## src/rtl/bus_read_arbiter_pkg.sv

```systemverilog
// Shared types and constants for the bus read arbiter.
package bus_pkg;

  localparam int ADDR_W_DEF = 32;
  localparam int DATA_W_DEF = 32;

  typedef enum logic [1:0] {
    IDLE,
    ADDR,
    WAIT,
    RESP
  } state_t;

  function automatic int idx_w(input int n);
    return (n > 1) ? $clog2(n) : 1;
  endfunction

  localparam int GRANT_W_DEF = idx_w(2);

endpackage

```

## src/rtl/bus_read_arbiter_pick.sv

```systemverilog
// Combinational winner selection among pending requesters.
// BUS_ARB_ROUND_ROBIN_EN switches from lowest-index priority to round robin.
module bus_arb_pick
  import bus_pkg::*;
#(
  parameter int N_REQ = 2,
  parameter int GW    = idx_w(N_REQ)
) (
  input  logic [N_REQ-1:0] req_valid,
`ifdef BUS_ARB_ROUND_ROBIN_EN
  input  logic [GW-1:0]    last_grant,
`endif
  output logic [GW-1:0]    winner,
  output logic             any
);

`ifdef BUS_ARB_ROUND_ROBIN_EN
  int   idx;
  logic found;

  // Search starts just past the previous winner and wraps.
  always_comb begin
    winner = '0;
    any    = |req_valid;
    idx    = 0;
    found  = 1'b0;
    for (int i = 0; i < N_REQ; i++) begin
      idx = (int'(last_grant) + 1 + i) % N_REQ;
      if (!found && req_valid[idx]) begin
        found  = 1'b1;
        winner = GW'(idx);
      end
    end
  end
`else
  always_comb begin
    winner = '0;
    any    = |req_valid;
    for (int i = N_REQ - 1; i >= 0; i--) begin
      if (req_valid[i]) winner = GW'(i);
    end
  end
`endif

endmodule

```

## src/rtl/bus_read_arbiter.sv

```systemverilog
// Shares one fixed-latency read port between N_REQ requesters.
// Define BUS_ARB_ROUND_ROBIN_EN for round-robin instead of fixed priority.
module bus_read_arbiter
  import bus_pkg::*;
#(
  parameter int N_REQ        = 2,
  parameter int ADDR_W       = ADDR_W_DEF,
  parameter int DATA_W       = DATA_W_DEF,
  parameter int READ_LATENCY = 1
) (
  input  logic                          clock,
  input  logic                          reset,
  input  logic [N_REQ-1:0]              req_valid,
  input  logic [N_REQ-1:0][ADDR_W-1:0]  req_address,
  output logic [N_REQ-1:0]              req_ready,
  output logic [DATA_W-1:0]             req_data,
  output logic [$clog2(N_REQ)-1:0]      grant,
  output logic                          busy,
  output logic                          bus_read_valid,
  input  logic                          bus_read_ready,
  output logic [ADDR_W-1:0]             bus_read_address,
  input  logic [DATA_W-1:0]             bus_read_data
);

  localparam int GW = $clog2(N_REQ);
  localparam int CW = $clog2(READ_LATENCY + 1);

  if (READ_LATENCY < 1) begin : g_bad_latency
    $error("bus_read_arbiter: READ_LATENCY must be >= 1");
  end
  if (N_REQ < 2) begin : g_bad_nreq
    $error("bus_read_arbiter: N_REQ must be >= 2");
  end

  state_t        state;
  state_t        state_n;
  logic [CW-1:0] cnt;
  logic [GW-1:0] winner;
  logic          any;

`ifdef BUS_ARB_ROUND_ROBIN_EN
  logic [GW-1:0] last_grant;

  always_ff @(posedge clock) begin
    if (reset) begin
      last_grant <= GW'(N_REQ - 1);
    end else if (state == IDLE && any) begin
      last_grant <= winner;
    end
  end

  bus_arb_pick #(
    .N_REQ (N_REQ),
    .GW    (GW)
  ) u_pick (
    .req_valid  (req_valid),
    .last_grant (last_grant),
    .winner     (winner),
    .any        (any)
  );
`else
  bus_arb_pick #(
    .N_REQ (N_REQ),
    .GW    (GW)
  ) u_pick (
    .req_valid (req_valid),
    .winner    (winner),
    .any       (any)
  );
`endif

  always_ff @(posedge clock) begin
    if (reset) begin
      state            <= IDLE;
      cnt              <= '0;
      grant            <= '0;
      bus_read_address <= '0;
      req_data         <= '0;
    end else begin
      state <= state_n;
      case (state)
        IDLE: begin
          if (any) begin
            grant            <= winner;
            bus_read_address <= req_address[winner];
          end
        end
        ADDR: begin
          if (bus_read_ready) cnt <= CW'(READ_LATENCY);
        end
        WAIT: begin
          cnt <= cnt - 1'b1;
          // cnt==1 is the cycle the ROM word is on the bus.
          if (cnt == CW'(1)) req_data <= bus_read_data;
        end
        default: ;
      endcase
    end
  end

  always_comb begin
    state_n        = state;
    bus_read_valid = 1'b0;
    req_ready      = '0;
    case (state)
      IDLE: begin
        if (any) state_n = ADDR;
      end
      ADDR: begin
        bus_read_valid = 1'b1;
        if (bus_read_ready) state_n = WAIT;
      end
      WAIT: begin
        if (cnt == CW'(1)) state_n = RESP;
      end
      RESP: begin
        req_ready = N_REQ'(1) << grant;
        state_n   = IDLE;
      end
      default: state_n = IDLE;
    endcase
  end

  assign busy = (state != IDLE);

endmodule
```

## config.mk

```make
export PLATFORM = sky130hd
export DESIGN_NAME = bus_read_arbiter
export DESIGN_NICKNAME = d
export VERILOG_FILES = /design/src/rtl/bus_read_arbiter_pkg.sv /design/src/rtl/bus_read_arbiter_pick.sv /design/src/rtl/bus_read_arbiter.sv
export SDC_FILE = /design/constraint.sdc
export NUM_CORES = 1
export LEC_CHECK = 0
export ABC_AREA = 1
export CORE_UTILIZATION = 42
export DETAILED_ROUTE_END_ITERATION = 7
export GPL_TIMING_DRIVEN = 1
export PLACE_DENSITY_LB_ADDON = 0.2
export SLEW_MARGIN = 20
export SYNTH_ARGS = -nofsm -noshare
export SYNTH_HDL_FRONTEND = slang
export SYNTH_SLANG_ARGS = --single-unit
```

## constraint.sdc

```tcl
create_clock -name clock -period 3.1 [get_ports clock]
set_input_delay 0.62 -clock clock [delete_from_list [all_inputs] [get_ports clock]]
set_output_delay 0.62 -clock clock [all_outputs]
set_load 0.005 [all_outputs]
```

==> results.md, run 1 <==
Run status:
- The flow ran to the end, and the final reports show no timing, DRC or antenna violations.

Synthesis:
- Summing every instance area after synthesis gives 3150 sq um.
- Ranked by total cell area, the synthesized netlist is headed by dfxtp_1, nor2_1, nand2_1, inv_1, a21oi_1.
- The count of different cell masters after synthesis is 15.
- In the post-synthesis netlist, the cell with the most instances is nor2_1.
- The count of warnings emitted by yosys is 0.
- The biggest area contributor in the post-synthesis netlist is dfxtp_1.
- A synthesized cell averages 6.44 sq um.
- The number of enable flip-flop cells after synthesis is 0.
- The commonest register cell after synthesis is dfxtp_1.
- The fraction of registers with async set/reset is 0%.
- Sequential cells were found to cover 43.2% of the synthesized design area.
- The area share of the leading cell type in the synthesized netlist is 43.2%.
- In the synthesized netlist, the cells that appear most often are nor2_1, nand2_1, inv_1, dfxtp_1, a21oi_1.
- Counting flops and latches in the post-synthesis netlist gives 68.
- The number of nets in the synthesized netlist is 595.
- In the synthesized netlist, the number of instances is 490.

Critical path:
- The count of cells along the worst register-to-register path is 8.
- For this run, the slowest stage of the critical path takes 0.49 ns.
- The critical path required time is 2.48 ns.
- The slowest cell on the critical path is clkdlybuf4s50_1.
- The largest driver fanout on the critical path is 5.
- The most numerous cell on the critical path is inv_1.
- The type of the worst setup path is flop to primary output.
- The kind of end point of the critical path is a primary output.
- The dominant delay contributor by cell family on the critical path is buffers and inverters.
- The logic depth of the worst setup path including buffers is 4.
- The critical path goes through inv_1, ha_1, inv_1, clkdlybuf4s50_1.
- The worst endpoint data arrival time is 1.65 ns.
- The worst setup path is launched from a flop.
- The count of buffering cells on the critical path with inverters included is 3.

Floorplan:
- Pin placement for this block handled 170 I/O pins.
- The die covers 7860 sq um.
- The vertical die dimension is 88.7 um.
- The placeable core region is 7250 sq um.
- The die boundary width is 88.7 um.
- Once the floorplan was initialized, standard cells occupied 43.5% of the core.
- The standard-cell row count is 31.

Timing:
- After layout, the worst setup slack is 0.830 ns.
- Setup violations remaining at the end of the flow were counted as 0.
- The final-report max-slew violation count is 0.
- The final clock period utilization by the worst path is 73.2%.
- The transition time of the tightest slew-check pin is 0.997 ns.
- The timing-limited maximum frequency is 440 MHz.
- The worst relative slew slack is 33.4%.
- The minimum period implied by the final worst setup slack is 2.27 ns.
- Setup repair after global routing left no endpoint under its margin.
- Clock skew on the completed layout was measured at 0.00780 ns.
- For the final routed database, the setup TNS stands at 0 ns.
- The total count of hold-check failures in the final report is 0.

Route:
- The final antenna-violating net count is 0.
- For this run, design rule violations remaining after detail routing come to 0.
- The routed length per placed instance is 11.1 um.
- For this block, the routed nets add up to 8360 um of wire.
- The number of design-rule violations left by the first detailed-router iteration is 68.
- The number of vias in the routed layout is 3379.
- The first detailed-routing pass ran for 5 iterations.
- After detailed routing, the number of vias per cell comes to 4.50.

Layout:
- Cells with a size suffix above 1 make up 3.53% of the layout.
- The number of antenna repair diodes is 0.
- The final instance area is 5090 sq um.
- The post-synthesis to final-layout area growth is 61.5%.
- At the end of the flow, the number of nets in the layout was 752.
- The share of the core filled with cells in the final layout is 70.2%.

Clock network:
- In this run, CTS created clock tree buffers numbering 9.
- After clock tree synthesis, the flow added hold-fix buffers numbering 0.
- CTS saw 68 sinks.
- Clock latency on the worst-skew pair, taken at its later pin, is 0.33 ns.
- The CTS tree is built.
- The root buffer cell chosen for the clock tree is clkbuf_8.
- Counting along the longest clock path gives a buffer depth of 2.
- The register clock-pin slew on the reported worst setup and hold paths is 0.07 ns.
- Buffers added to address setup during post-CTS repair amount to 0.
- In this run, post-CTS repair resized a total of 0 instances.
- The depth of the CTS H-tree is 3.

Placed design:
- Once detailed placement completed, the half-perimeter wirelength came to 5830 um.
- The placer congestion estimate is 0.739.
- The post-placement setup slack is 0.847 ns.
- The number of port buffers is 169.
- The area after detailed placement is 4840 sq um.

Power and ir drop:
- IR analysis of the VDD net gives a maximum drop of 0.477 mV.
- The power per standard cell area is 707 nW/um^2.
- After layout, the design draws a total of 3.60 mW.
- The static power due to leakage is 2.26 nW.

Job:
- The tool flagged a number of max-cap violations equal to 0.

Global routing:
- The number of global-route vias before repair is 3068.
- For this run the aggregate overflow at the end of global routing stands at 0.
- The first global-routing pass estimated 12800 um of wire.
- The number of antenna violations at the first check in global routing is 0.
- Entering global routing, the biggest net connects 66 pins.
- For this run, the total global-route usage over all layers was measured as 20.9%.

Worst hold path:
- In this run the worst hold path is classified as flop to flop.
- The depth of the worst hold-timing path is 2.
[stage by stage]
| step | instances | hold WS (ns) |
|---|---|---|
| floorplan | 490 | 0.445 |
| global placement | 735 | 0.458 |
| detailed placement | 735 | 0.473 |
| CTS | 751 | 0.488 |
| global route | 751 | 0.502 |
| finish | 751 | 0.482 |
[worst paths after layout]
check | from | to | slack [ns]
min reg2reg | req_data[11] | req_data[11] | 0.48
max | state[0] | busy | 0.83
max reg2reg | state[0] | cnt | 1.04
min | req_data[11] | req_data[11] | 0.48
[state kept, by name (all words and copies together), names as in the netlist]
signal	count
grant	1
state	2
cnt	1
bus_read_address	32
req_data	32
[power breakdown]
group	switching [mW]	total [mW]	internal, mW
clock	0.329	0.907	0.578
combinational	0.698	1.48	0.777
sequential	0.116	1.22	1.10
total	1.14	3.60	2.46
[area by class of cell]
| cell class | instances | area (sq um) |
|---|---|---|
| flip-flops and latches | 68 | 1360 |
| inverters | 76 | 285 |
| clock inverters | 4 | 95.1 |
| clock buffers | 12 | 155 |
| fillers | 589 | 2160 |
| well taps | 99 | 124 |
| repair buffers | 173 | 1730 |
| multi-input cells | 319 | 1340 |
[worst reg2reg max path: cells and delay by family, from the launching register on]
kind | cells | cell delay, ns
adder cells (fa/ha/maj) | 1 | 0.21
AND/OR/NAND/NOR | 3 | 0.27
AO/OA/AOI/OAI | 1 | 0.05
buffers and inverters | 3 | 1.06
flip-flops | 1 | 0.34
[per-layer routing]
layer / track usage (%) / vias up / part of all wire (%)
li1: - / 1760 / -
met1: 21.1 / 1482 / 40
met2: 38.2 / 129 / 48
met3: 9.61 / 8 / 11
met4: 6.30 / 0 / 1.2
met5: 0 / - / 0
[kinds of logic (layout without fill, tap and decap cells)]
logic type,after synthesis,in the layout,synth area share (%)
simple gates,247,247,29.7
buf+inv,103,265,14.6
compound gates,68,68,10.9
flops,68,68,43.2
fa+ha+maj,4,4,1.59
[placed cells by master, fill, tap and decap left out, types with 2 or more instances in the layout]
| cell | n |
|---|---|
| o21ai_0 | 33 |
| dfxtp_1 | 68 |
| clkbuf_8 | 11 |
| clkdlybuf4s50_1 | 169 |
| a21oi_1 | 34 |
| inv_1 | 74 |
| nor2_1 | 136 |
| bufinv_16 | 3 |
| ha_1 | 4 |
| nand2_1 | 109 |
| buf_4 | 3 |
| inv_2 | 2 |
Note: power is estimated with default switching activity, not from simulation.
==> inputs of run 2 (changes only) <==
--- a/config.mk
+++ b/config.mk
@@ -6,7 +6,7 @@
 export NUM_CORES = 1
 export LEC_CHECK = 0
 export ABC_AREA = 1
-export CORE_UTILIZATION = 42
+export CORE_UTILIZATION = 35
 export DETAILED_ROUTE_END_ITERATION = 7
 export GPL_TIMING_DRIVEN = 1
 export PLACE_DENSITY_LB_ADDON = 0.2
==> constraint.sdc (replaced) <==
create_clock -name clock -period 1.85 [get_ports clock]
set_input_delay 0.37 -clock clock [delete_from_list [all_inputs] [get_ports clock]]
set_output_delay 0.37 -clock clock [all_outputs]
set_load 0.005 [all_outputs]
==> run 2 against run 1 <==
Clock power grew 17%. Largest cell class unchanged. Global-route usage shrank 2.9 points. Core utilization shrank 11 points. Highest routed layer unchanged. Power grew 58%.
==> results.md, run 2 (same netlist as run 1, synthesis figures left out) <==
Floorplan:
- The die is 96.9 um tall.
- The die boundary width is 96.9 um.
- The placeable core region is 8720 sq um.
- For this design the top-level I/O count stands at 170.
- The effective utilization at floorplan is 36.2%.
- The die area is 9400 sq um.
- The floorplan has 34 rows.

Critical path:
- The type of the worst setup path is flop to primary output.
- The critical path required time is 1.48 ns.
- The category of the worst setup path launch point is a flop.
- Data arrives at the worst endpoint at 1.42 ns.
- The worst setup path is captured at a primary output.
- The largest driver fanout on the critical path is 3.

Layout:
- From synthesis to final layout, the design area changed by 62.7%.
- 0 antenna diodes ended up in the layout.
- The largest registers in the layout are bus_read_address (32), req_data (32), state (2).
- In the final layout, the share of cells above drive strength 1 is 5.16%.
- In the layout the commonest cells are clkdlybuf4s50_1, nor2_1, nand2_1, inv_1, dfxtp_1.
- Leaving out fill and tap cells, the most frequent cell in the layout is clkdlybuf4s50_1.
- For this run, the post-layout net count is 759.

Power and ir drop:
- Dividing total power by cell area gives a power density of 1110 nW/um^2.
- The combinational share of power is 45.2%.
- The net switching share of the total power is 34.4%.
- For this design the static power due to leakage is 2.28 nW.
- Of the total power, the clock network draws 18.6%.
- The internal cell power is 3.73 mW.
- The analysis attributes to net switching a power of 1.96 mW.
- The fraction of power consumed by sequential logic is 36.2%.
- VDD sags by at most 0.515 mV.

Job:
- Across the run, the number of max-cap violations was 0.

Timing:
- The final-report max-slew violation count came to 0.
- The final clock period utilization by the worst path is 96.8%.
- The total count of hold-check failures in the final report came to 0.
- The setup violation total in the final timing report is 0.
- The final clock skew is 0.00742 ns.
- The tightest hold margin is 0.476 ns.
- For the pin with the worst max-slew slack, the measured transition is 0.294 ns.
- The worst relative slew slack is 80.4%.
- Adding up every negative setup slack in the final design gives 0 ns.
- Based on the critical path, the design can be clocked at up to 558 MHz.
- The routed design could run at a clock period as short as 1.79 ns.

Clock network:
- The quantity of hold-fixing buffers added after cts is 0.
- TritonCTS built the clock tree.
- The clock root buffer is clkbuf_8.
- Clock-pin slew was measured on the worst setup and hold paths at 0.08 ns.
- The number of buffers between clock root and the deepest sink is 2.
- The total number of clock tree sinks is 68.
- The H-tree was split into 3 levels.
- Clock latency on the worst-skew pair, taken at its later pin, is 0.33 ns.
- The TritonCTS buffer count is 9.

Global routing:
- The first global-routing pass estimated 14200 um of wire.
- The number of global-route vias before repair is 3186.
- The pin count of the biggest net entering global routing is 52.
- The global routing usage summed across all routing layers is 18.0%.
- The total overflow reported by the global router is 0.
- The number of antenna violations at the first check in global routing is 0.

Route:
- The total length of routed wires is 8420 um.
- The number of design-rule violations left by the first detailed-router iteration is 100.
- The number of detailed-route iterations in the first pass is 4.
- Dividing the detail-routed wire length by the instance count gives 11.0 um.
- Detailed routing inserted a total of 3373 vias.
- The detail route stage leaves a number of antenna-violating nets equal to 0.
- The per-cell via count in the routed design is 4.40.
- After detailed routing, the number of remaining DRC violations is 0.

Worst hold path:
- The class of the tightest hold or removal check is flop to flop.

Placed design:
- Buffers placed on the I/O ports in this run total 169.
- After legalization and detailed placement, the total HPWL measured 6100 um.
- The placer congestion estimate is 0.756.

Run status:
- The flow ran to the end, and the final reports show no timing, DRC or antenna violations.
==> run 2: per-stage QoR <==
stage / power (mW) / worst slack [ns] / std cells / area, sq um / util [%]
2_1_floorplan: 3.44 / 0.583 / 490 / 3150 / -
3_3_place_gp: 4.56 / 0.187 / 749 / 4930 / 56.5
3_5_place_dp: 4.64 / 0.148 / 749 / 4930 / 56.5
4_1_cts: 5.74 / 0.0114 / 767 / 5110 / 58.6
5_1_grt: 6.17 / -0.0108 / 767 / 5130 / 58.8
6_report: 5.68 / 0.0591 / 767 / 5130 / 58.8
==> run 2: final timing paths <==
| path | slack, ns | cells past startpoint | end | start |
|---|---|---|---|---|
| max | 0.06 | 3 | bus_read_valid | state[1] |
| min | 0.48 | 2 | cnt | cnt |
| max reg2reg | 0.24 | 8 | req_data[18] | state[0] |
| min reg2reg | 0.48 | 2 | cnt | cnt |
==> run 2: worst max-delay path, cell delays in order, from the launching register on <==
cell and delay [ns]:
dfxtp_2 0.33, inv_1 0.11, ha_4 0.16, clkdlybuf4s50_1 0.49
==> run 2: final cells by class <==
| cell class | count | area (sq um) |
|---|---|---|
| clock inverters | 6 | 41.3 |
| flip-flops and latches | 68 | 1360 |
| multi-input cells | 319 | 1350 |
| clock buffers | 10 | 128 |
| well taps | 108 | 135 |
| fillers | 869 | 3590 |
| repair buffers | 180 | 1820 |
| inverters | 76 | 285 |
==> run 2: repair_timing <==
action	CTS	global route
setup endpoints to repair	4	2
buffers inserted	2	0
hold endpoints to repair	0	0
gates resized for setup	4	4
==> run 2: per-layer routing <==
metal / global-route usage (%) / vias up / share of wire [%]
li1: - / 1777 / -
met1: 22.3 / 1460 / 45
met2: 28.2 / 126 / 43
met3: 7.23 / 10 / 10
met4: 5.97 / 0 / 1.3
met5: 0 / - / 0
==> run 2: power groups by stage <==
| stage | Combinational (mW) | Sequential, mW | Clock (mW) |
|---|---|---|---|
| after floorplan | 1.34 | 2.10 | 0 |
| after global placement | 2.49 | 2.07 | 0 |
| after detailed placement | 2.55 | 2.09 | 0 |
| after CTS | 2.59 | 2.06 | 1.10 |
| after global routing | 2.90 | 2.11 | 1.16 |
| final | 2.57 | 2.06 | 1.06 |
